$ cat src/rtl/alu_share_ctrl_if.sv
// Requester-side bundle for alu_share_ctrl: two request/response channels
// plus the shared registered result that both requesters observe.
interface alu_share_ctrl_if #(
    parameter int DATA_WIDTH = 32,
    parameter int SEL_WIDTH  = 3
);
    logic                  req0_valid;
    logic                  req0_ready;
    logic [DATA_WIDTH-1:0] req0_data1;
    logic [DATA_WIDTH-1:0] req0_data2;
    logic [SEL_WIDTH-1:0]  req0_select;
    logic                  req0_rotate;

    logic                  req1_valid;
    logic                  req1_ready;
    logic [DATA_WIDTH-1:0] req1_data1;
    logic [DATA_WIDTH-1:0] req1_data2;
    logic [SEL_WIDTH-1:0]  req1_select;
    logic                  req1_rotate;

    logic                  resp0_valid;
    logic                  resp0_ready;
    logic                  resp1_valid;
    logic                  resp1_ready;
    logic [DATA_WIDTH-1:0] resp_result;
    logic                  resp_zero;

    modport master (
        output req0_valid, req0_data1, req0_data2, req0_select, req0_rotate,
        output req1_valid, req1_data1, req1_data2, req1_select, req1_rotate,
        input  req0_ready, req1_ready,
        input  resp0_valid, resp1_valid, resp_result, resp_zero,
        output resp0_ready, resp1_ready
    );

    modport slave (
        input  req0_valid, req0_data1, req0_data2, req0_select, req0_rotate,
        input  req1_valid, req1_data1, req1_data2, req1_select, req1_rotate,
        output req0_ready, req1_ready,
        output resp0_valid, resp1_valid, resp_result, resp_zero,
        input  resp0_ready, resp1_ready
    );
endinterface

$ cat src/rtl/alu_share_ctrl.sv
// Time-shares one combinational ALU between two requesters: round-robin grant,
// registered operand stage feeding the ALU, held result until consumed.
module alu_share_ctrl #(
    parameter int DATA_WIDTH = 32,
    parameter int SEL_WIDTH  = 3
) (
    input  logic                  CLK,
    input  logic                  RESET,
    alu_share_ctrl_if.slave       bus,
    output logic [DATA_WIDTH-1:0] alu_data1,
    output logic [DATA_WIDTH-1:0] alu_data2,
    output logic [SEL_WIDTH-1:0]  alu_select,
    output logic                  alu_rotate,
    input  logic [DATA_WIDTH-1:0] alu_result,
    input  logic                  alu_zero,
    output logic                  busy,
    output logic                  grant_id
);

    typedef enum logic [1:0] {IDLE, EXEC, RESP} state_t;

    state_t                state_q;
    state_t                state_d;
    logic                  last_grant_q;
    logic                  grant_id_q;
    logic                  gnt0;
    logic                  gnt1;
    logic                  resp_take;

    logic [DATA_WIDTH-1:0] opnd_data1_p0;
    logic [DATA_WIDTH-1:0] opnd_data2_p0;
    logic [SEL_WIDTH-1:0]  opnd_select_p0;
    logic                  opnd_rotate_p0;

    logic [DATA_WIDTH-1:0] result_p1;
    logic                  zero_p1;

    // Arbitration: only in IDLE; on contention the requester that did not win last goes.
    always_comb begin
        gnt0 = 1'b0;
        gnt1 = 1'b0;
        if (state_q == IDLE) begin
            if (bus.req0_valid && bus.req1_valid) begin
                gnt0 = last_grant_q;
                gnt1 = !last_grant_q;
            end else begin
                gnt0 = bus.req0_valid;
                gnt1 = bus.req1_valid;
            end
        end
    end

    assign resp_take = grant_id_q ? bus.resp1_ready : bus.resp0_ready;

    always_comb begin
        state_d = state_q;
        case (state_q)
            IDLE:    if (gnt0 || gnt1) state_d = EXEC;
            EXEC:    state_d = RESP;
            RESP:    if (resp_take) state_d = IDLE;
            default: state_d = IDLE;
        endcase
    end

    always_ff @(posedge CLK) begin
        if (!RESET) begin
            state_q <= IDLE;
        end else begin
            state_q <= state_d;
        end
    end

    // Stage p0: operands captured at accept; these registers drive the ALU directly.
    always_ff @(posedge CLK) begin
        if (!RESET) begin
            opnd_data1_p0  <= '0;
            opnd_data2_p0  <= '0;
            opnd_select_p0 <= '0;
            opnd_rotate_p0 <= 1'b0;
            grant_id_q     <= 1'b0;
            last_grant_q   <= 1'b1;
        end else if (gnt0 || gnt1) begin
            opnd_data1_p0  <= gnt1 ? bus.req1_data1  : bus.req0_data1;
            opnd_data2_p0  <= gnt1 ? bus.req1_data2  : bus.req0_data2;
            opnd_select_p0 <= gnt1 ? bus.req1_select : bus.req0_select;
            opnd_rotate_p0 <= gnt1 ? bus.req1_rotate : bus.req0_rotate;
            grant_id_q     <= gnt1;
            last_grant_q   <= gnt1;
        end
    end

    // Stage p1: ALU output captured at the end of EXEC and held through RESP.
    always_ff @(posedge CLK) begin
        if (!RESET) begin
            result_p1 <= '0;
            zero_p1   <= 1'b0;
        end else if (state_q == EXEC) begin
            result_p1 <= alu_result;
            zero_p1   <= alu_zero;
        end
    end

    assign alu_data1       = opnd_data1_p0;
    assign alu_data2       = opnd_data2_p0;
    assign alu_select      = opnd_select_p0;
    assign alu_rotate      = opnd_rotate_p0;

    assign bus.req0_ready  = gnt0;
    assign bus.req1_ready  = gnt1;
    assign bus.resp0_valid = (state_q == RESP) && !grant_id_q;
    assign bus.resp1_valid = (state_q == RESP) &&  grant_id_q;
    assign bus.resp_result = result_p1;
    assign bus.resp_zero   = zero_p1;

    assign busy            = (state_q != IDLE);
    assign grant_id        = grant_id_q;

endmodule

$ cat src/flat_wrapper.sv
// flat-port wrapper written by rule: the top's interface ports become plain ports
module alu_share_ctrl_flat 
#(
    parameter int DATA_WIDTH = 32,
    parameter int SEL_WIDTH  = 3
)
  (CLK, RESET, alu_data1, alu_data2, alu_select, alu_rotate, alu_result, alu_zero, busy, grant_id, bus_req0_valid, bus_req0_data1, bus_req0_data2, bus_req0_select, bus_req0_rotate, bus_req1_valid, bus_req1_data1, bus_req1_data2, bus_req1_select, bus_req1_rotate, bus_req0_ready, bus_req1_ready, bus_resp0_valid, bus_resp1_valid, bus_resp_result, bus_resp_zero, bus_resp0_ready, bus_resp1_ready);
  alu_share_ctrl_if #(.DATA_WIDTH(DATA_WIDTH), .SEL_WIDTH(SEL_WIDTH)) bus_i ();
  input  logic CLK;
  input  logic RESET;
  output logic [DATA_WIDTH-1:0] alu_data1;
  output logic [DATA_WIDTH-1:0] alu_data2;
  output logic [SEL_WIDTH-1:0] alu_select;
  output logic alu_rotate;
  input  logic [DATA_WIDTH-1:0] alu_result;
  input  logic alu_zero;
  output logic busy;
  output logic grant_id;
  input wire logic [$bits(bus_i.req0_valid)-1:0] bus_req0_valid;
  input wire logic [$bits(bus_i.req0_data1)-1:0] bus_req0_data1;
  input wire logic [$bits(bus_i.req0_data2)-1:0] bus_req0_data2;
  input wire logic [$bits(bus_i.req0_select)-1:0] bus_req0_select;
  input wire logic [$bits(bus_i.req0_rotate)-1:0] bus_req0_rotate;
  input wire logic [$bits(bus_i.req1_valid)-1:0] bus_req1_valid;
  input wire logic [$bits(bus_i.req1_data1)-1:0] bus_req1_data1;
  input wire logic [$bits(bus_i.req1_data2)-1:0] bus_req1_data2;
  input wire logic [$bits(bus_i.req1_select)-1:0] bus_req1_select;
  input wire logic [$bits(bus_i.req1_rotate)-1:0] bus_req1_rotate;
  output wire logic [$bits(bus_i.req0_ready)-1:0] bus_req0_ready;
  output wire logic [$bits(bus_i.req1_ready)-1:0] bus_req1_ready;
  output wire logic [$bits(bus_i.resp0_valid)-1:0] bus_resp0_valid;
  output wire logic [$bits(bus_i.resp1_valid)-1:0] bus_resp1_valid;
  output wire logic [$bits(bus_i.resp_result)-1:0] bus_resp_result;
  output wire logic [$bits(bus_i.resp_zero)-1:0] bus_resp_zero;
  input wire logic [$bits(bus_i.resp0_ready)-1:0] bus_resp0_ready;
  input wire logic [$bits(bus_i.resp1_ready)-1:0] bus_resp1_ready;
  assign bus_i.req0_valid = bus_req0_valid;
  assign bus_i.req0_data1 = bus_req0_data1;
  assign bus_i.req0_data2 = bus_req0_data2;
  assign bus_i.req0_select = bus_req0_select;
  assign bus_i.req0_rotate = bus_req0_rotate;
  assign bus_i.req1_valid = bus_req1_valid;
  assign bus_i.req1_data1 = bus_req1_data1;
  assign bus_i.req1_data2 = bus_req1_data2;
  assign bus_i.req1_select = bus_req1_select;
  assign bus_i.req1_rotate = bus_req1_rotate;
  assign bus_req0_ready = bus_i.req0_ready;
  assign bus_req1_ready = bus_i.req1_ready;
  assign bus_resp0_valid = bus_i.resp0_valid;
  assign bus_resp1_valid = bus_i.resp1_valid;
  assign bus_resp_result = bus_i.resp_result;
  assign bus_resp_zero = bus_i.resp_zero;
  assign bus_i.resp0_ready = bus_resp0_ready;
  assign bus_i.resp1_ready = bus_resp1_ready;
  alu_share_ctrl #(.DATA_WIDTH(DATA_WIDTH), .SEL_WIDTH(SEL_WIDTH)) u_core (.CLK(CLK), .RESET(RESET), .bus(bus_i), .alu_data1(alu_data1), .alu_data2(alu_data2), .alu_select(alu_select), .alu_rotate(alu_rotate), .alu_result(alu_result), .alu_zero(alu_zero), .busy(busy), .grant_id(grant_id));
endmodule
$ cat config.mk
export PLATFORM = sky130hd
export DESIGN_NAME = alu_share_ctrl_flat
export DESIGN_NICKNAME = d
export VERILOG_FILES = /design/src/rtl/alu_share_ctrl_if.sv /design/src/rtl/alu_share_ctrl.sv /design/src/flat_wrapper.sv
export SDC_FILE = /design/constraint.sdc
export NUM_CORES = 1
export LEC_CHECK = 0
export BUFFER_PORTS_ARGS = -buffer_cell sky130_fd_sc_hd__buf_2
export CAP_MARGIN = 10
export CORE_UTILIZATION = 35
export DETAILED_ROUTE_END_ITERATION = 10
export PLACE_DENSITY_LB_ADDON = 0.25
export SYNTH_ARGS = -nofsm -noshare
export SYNTH_HDL_FRONTEND = slang
export SYNTH_SLANG_ARGS = --single-unit
export TNS_END_PERCENT = 30
$ cat constraint.sdc
create_clock -name CLK -period 1.4 [get_ports CLK]
set_input_delay 0.14 -clock CLK [delete_from_list [all_inputs] [get_ports CLK]]
set_output_delay 0.14 -clock CLK [all_outputs]
set_load 0.01 [all_outputs]
# Word level (Yosys, flattened, before mapping)
# Cells that the tools add are included.
[classes]
muxes = 12
n_eq_ne = 4
reduce_logical = 9
[op_table]
columns = ["cell", "n"]
rows = [
  ["$mux 32", 2],
  ["$mux 1", 6],
  ["$pmux 2 s3", 1],
  ["$mux 2", 2],
  ["$logic_and 1x1->1", 3],
  ["$mux 3", 1],
  ["$eq 2x1->1 const B", 1],
  ["$eq 2x2->1 const B", 1],
  ["$logic_not 1->1", 2],
  ["$logic_not 2->1", 1],
  ["$ne 2x1->1 const B", 1],
  ["$ne 2x2->1 const B", 1],
  ["$reduce_and 2->1", 1],
  ["$reduce_bool 2->1", 1],
  ["$logic_or 1x1->1", 1],
]
[totals]
register_bits = 105
in_bits = 175

# Longest topological paths before layout
[depth]
word_depth = 6
mapped_depth = 7
ltp_nobuf = 3

# Worst setup path after synthesis
# OpenSTA, ideal clock, no wires.
[synth_path]
path_type = "flip-flop to flip-flop"
startpoint = "register u_core.state_q[1]"
endpoint = "register u_core.opnd_data2_p0[9], in the netlist u_core.alu_data2[9]"
path_stages_with_launch = 7
period_less_slack_ns = 1.400
path_buffers = 3
required_ns = 1.326
setup_time_ns = 0.074
arrival_time_ns = 1.326
path_slack_ns = 0.000
cell_sequence = "dfxtp_1 > buf_2 > a211oi_2 > buf_4 > buf_2 > nand3_1 > a31oi_1"
[synth_between]
elab_chain_len = 3
word_cells_on_any_way = 5
classes_between = "mux: 3; reduce/logical: 2"
[synth_rtl]
columns = ["item", "line", "rtl"]
rows = [
  ["start, declared", "alu_share_ctrl.sv:22", "state_t state_q;"],
  ["start signal, assigned", "alu_share_ctrl.sv:69", "state_q <= state_d;"],
  ["$logic_not 2->1 (*)", "alu_share_ctrl.sv:42", "if (state_q == IDLE) begin"],
  ["$mux 1", "alu_share_ctrl.sv:42", ""],
  ["$mux 32 or $logic_or 1x1->1 (tied branches)", "alu_share_ctrl.sv:84, alu_share_ctrl.sv:82", ""],
  ["end signal, assigned", "alu_share_ctrl.sv:84", "opnd_data2_p0 <= gnt1 ? bus.req1_data2 : bus.req0_data2;"],
  ["end, declared", "alu_share_ctrl.sv:31", "logic [DATA_WIDTH-1:0] opnd_data2_p0;"],
]
# Every way passes the cells marked *; elsewhere a longest branch is shown, timed or not.
# A chain may end at the register's enable or synchronous reset.

# Worst setup path in the final report
[layout_path]
startpoint = "register u_core.state_q[0]"
endpoint = "output port bus_req0_ready"
[layout_between]
elab_chain_len = 2
[layout_rtl]
columns = ["item", "line", "rtl"]
rows = [
  ["$logic_not 2->1", "alu_share_ctrl.sv:42", ""],
  ["$mux 1", "alu_share_ctrl.sv:42", ""],
  ["end, declared", "flat_wrapper.sv:29", "output wire logic [$bits(bus_i.req0_ready)-1:0] bus_req0_ready;"],
]
# No other way between the ends.

==> flow_summary.json <==
{
  "globalRouteTotalUtil_pct": 23.1,
  "final_antenna_net_count": 0,
  "drv_slew": 0,
  "worstPathArrival_ns": 1.32,
  "syn_to_final_growth_pct": 52.1,
  "tritoncts": "yes",
  "powerDensity_nw_per_um2": 1190,
  "synth_area_um2": 4380,
  "placed_cells": 967,
  "fin_crit_sh_pct": 104,
  "rows": 40,
  "netlist_instances": 562,
  "reg2reg_depth": 5,
  "swShare_pct": 29.3,
  "worst_r2r_endpoint": "u_core.alu_data2[29]",
  "maxSlewHeadroom_pct": 80.9,
  "nets": 997,
  "io_pins": 282,
  "clk_pin_slew_ns": 0.07,
  "fin_ws_ns": -0.0612,
  "grt_max_degree": 61,
  "cp.required_ns": 1.26,
  "dpl.hpwl_mm": 10.5,
  "rrSetupSlack_ns": 0,
  "vias": 5390,
  "hold-path-cell-count": 3,
  "clkPwrFrac_pct": 31.7,
  "yosysUniqueCellTypes": 24,
  "clk-insertion-delay-late_ns": 0.35,
  "die_w_um": 114,
  "drv_cap": 0,
  "ir_drop_uv": 576,
  "overflow": 0,
  "seq_power_share_pct": 42.7,
  "min_path_type": "in2reg",
  "min_from": "alu_result[14]",
  "fmax_ghz": 0.684,
  "start_util_pct": 36.1,
  "r2r_start": "u_core.state_q[0]",
  "ys.warnings.count": 0,
  "wire_per_inst_um": 16.4,
  "worstSetupEndpointType": "output pin",
  "cp_max_fo": 4,
  "layout_commonest_cell": "buf_2",
  "final_hold_viol_count": 0,
  "worstHoldEndpoint": "u_core.bus.resp_result[14]",
  "dr.pass1.iters": 5,
  "numPortBuffers": 281,
  "fin_cells": 994,
  "grt_antenna_before_repair": 2,
  "rsz0062_at_grt": "true",
  "core_area_um2": 12100,
  "routed_wl_mm": 16.3,
  "drc_errors": 0,
  "ctsHoldBuffers": 0,
  "grt_pass1_vias": 4931,
  "p_comb_share_pct": 25.6,
  "grt_pass1_wl_mm": 24.0,
  "power_switching_mw": 2.32,
  "p_leak_nw": 2.97,
  "failed_checks": "setup timing",
  "place_ws_ns": 0.0122,
  "numCtsBuffers": 9,
  "path_class": "reg2out",
  "drt_iter0_drc": 398,
  "setup.worst_path.start_class": "register",
  "cellInternalPower_mw": 5.61,
  "fp.dieH_um": 114,
  "clock_skew_ns": 0.00476,
  "min_period_ns": 1.46,
  "max_slew.worst_pin.slew_ns": 0.287,
  "status": "finished, violations left",
  "gp_congestion": 0.766,
  "synth_fp_nets": 737,
  "fillers": 1151,
  "final_cell_mix": "buf_2, nand3_1, dfxtp_1",
  "finalPower_mw": 7.93,
  "cts_sinks": 105,
  "cts-root-buf": "clkbuf_16",
  "seq_area_frac_synth_pct": 48.0,
  "setup_violations": 4,
  "dieArea_um2": 13000,
  "cts_buffer_depth": 2,
  "vias_per_cell": 5.42,
  "syn_avg_cell_area_um2": 7.79,
  "synth-seq-cells": 105,
  "h-tree-depth": 3,
  "drive_gt1_share_pct": 41.7
}
## synthesized netlist by cell type
| master | n | area (µm²) |
|---|---|---|
| a211oi_2 | 1 | 12.5 |
| a21oi_1 | 35 | 175 |
| a31oi_1 | 68 | 425 |
| and2_1 | 2 | 12.5 |
| and3b_1 | 1 | 8.76 |
| buf_1 | 5 | 18.8 |
| buf_2 | 13 | 65.1 |
| buf_4 | 3 | 22.5 |
| clkbuf_1 | 45 | 169 |
| dfxtp_1 | 105 | 2100 |
| inv_2 | 1 | 3.75 |
| mux2i_1 | 1 | 10.0 |
| nand2_1 | 66 | 248 |
| nand2b_1 | 2 | 12.5 |
| nand3_1 | 136 | 681 |
| nand3b_1 | 1 | 7.51 |
| nor2_2 | 1 | 6.26 |
| nor2b_1 | 2 | 12.5 |
| nor3_1 | 2 | 10.0 |
| nor3b_1 | 1 | 7.51 |
| nor3b_2 | 1 | 12.5 |
| o21ai_1 | 68 | 340 |
| or2_1 | 1 | 6.26 |
| or3_1 | 1 | 6.26 |
## layout make-up
class	count	area (µm²)	area share, %
sequential	105	2110	31.7
multi-input combinational	390	2050	30.8
timing repair buffer	315	1990	29.9
clock buffer	11	243	3.65
tap	168	210	3.16
clock inverter	3	42.5	0.639
inverter	1	5.00	0.0752
antenna	1	2.50	0.0376
## worst max path at each step
stage,startpoint,end,slack [ns],cells past startpoint
2_1_floorplan,u_core.state_q[1],u_core.alu_data2[10],0.02,6
3_3_place_gp,u_core.state_q[0],u_core.alu_data2[30],0.08,5
3_5_place_dp,u_core.state_q[0],u_core.alu_data1[1],0.01,5
4_1_cts,u_core.state_q[0],bus_req0_ready,-0.08,4
5_1_grt,u_core.state_q[0],bus_req0_ready,-0.1,4
6_report,u_core.state_q[0],bus_req0_ready,-0.06,4
## metal layers
layer / vias up / track usage (%) / share of wire (%)
li1: 2548 / - / -
met1: 2516 / 28.7 / 43
met2: 293 / 38.9 / 46
met3: 31 / 4.94 / 8.5
met4: 2 / 10.0 / 2.3
met5: - / 0 / 0.080
## worst max-delay path, stage by stage (launching register included)
cell and delay (ns):
dfxtp_4 0.37, nor3b_4 0.24, buf_6 0.13, and2_4 0.14, buf_6 0.11
## what timing repair did
action                                  in CTS  in global routing
gates resized for setup                     11                  9
setup buffers                                4                  0
pin swaps                                    2                 28
gates cloned                                 0                  8
endpoints found under the setup margin       6                 44
## power groups by stage
stage	sequential (mW)	combinational [mW]	clock [mW]
finish	3.39	2.03	2.51
global route	3.41	2.20	2.67
CTS	3.39	1.81	2.57
detailed placement	3.45	1.77	0
global placement	3.44	1.74	0
floorplan	3.55	0.798	0
## state kept, by name, indices dropped and copies added (netlist names)
| signal | flops |
|---|---|
| u_core.last_grant_q | 1 |
| u_core.alu_rotate | 1 |
| u_core.alu_select | 3 |
| u_core.alu_data2 | 32 |
| u_core.state_q | 2 |
| u_core.bus.resp_zero | 1 |
| u_core.grant_id | 1 |
| u_core.bus.resp_result | 32 |
| u_core.alu_data1 | 32 |
## stage by stage
| step | TNS, ns | hold WS, ns | util (%) | area (µm²) |
|---|---|---|---|---|
| after floorplan | 0 | 0.276 | - | 4380 |
| after global placement | 0 | 0.383 | 50.2 | 6080 |
| after detailed placement | 0 | 0.385 | 50.2 | 6080 |
| after CTS | -0.153 | 0.0137 | 53.1 | 6430 |
| after global routing | -1.89 | 0.0356 | 55.0 | 6660 |
| final | -0.130 | 0.0252 | 55.0 | 6660 |
## cells by family (layout without fill, tap and decap cells)
| kind of cell | after synthesis | in the layout | synth area share (%) |
|---|---|---|---|
| and+or+nand+nor | 217 | 217 | 23.6 |
| AOI/OAI and AO/OA | 172 | 172 | 21.8 |
| DFF | 105 | 105 | 48.0 |
| buffers and inverters | 67 | 330 | 6.38 |
| muxes | 1 | 1 | 0.229 |
| other | 0 | 1 | 0 |
(Power assumes the default switching activity.)
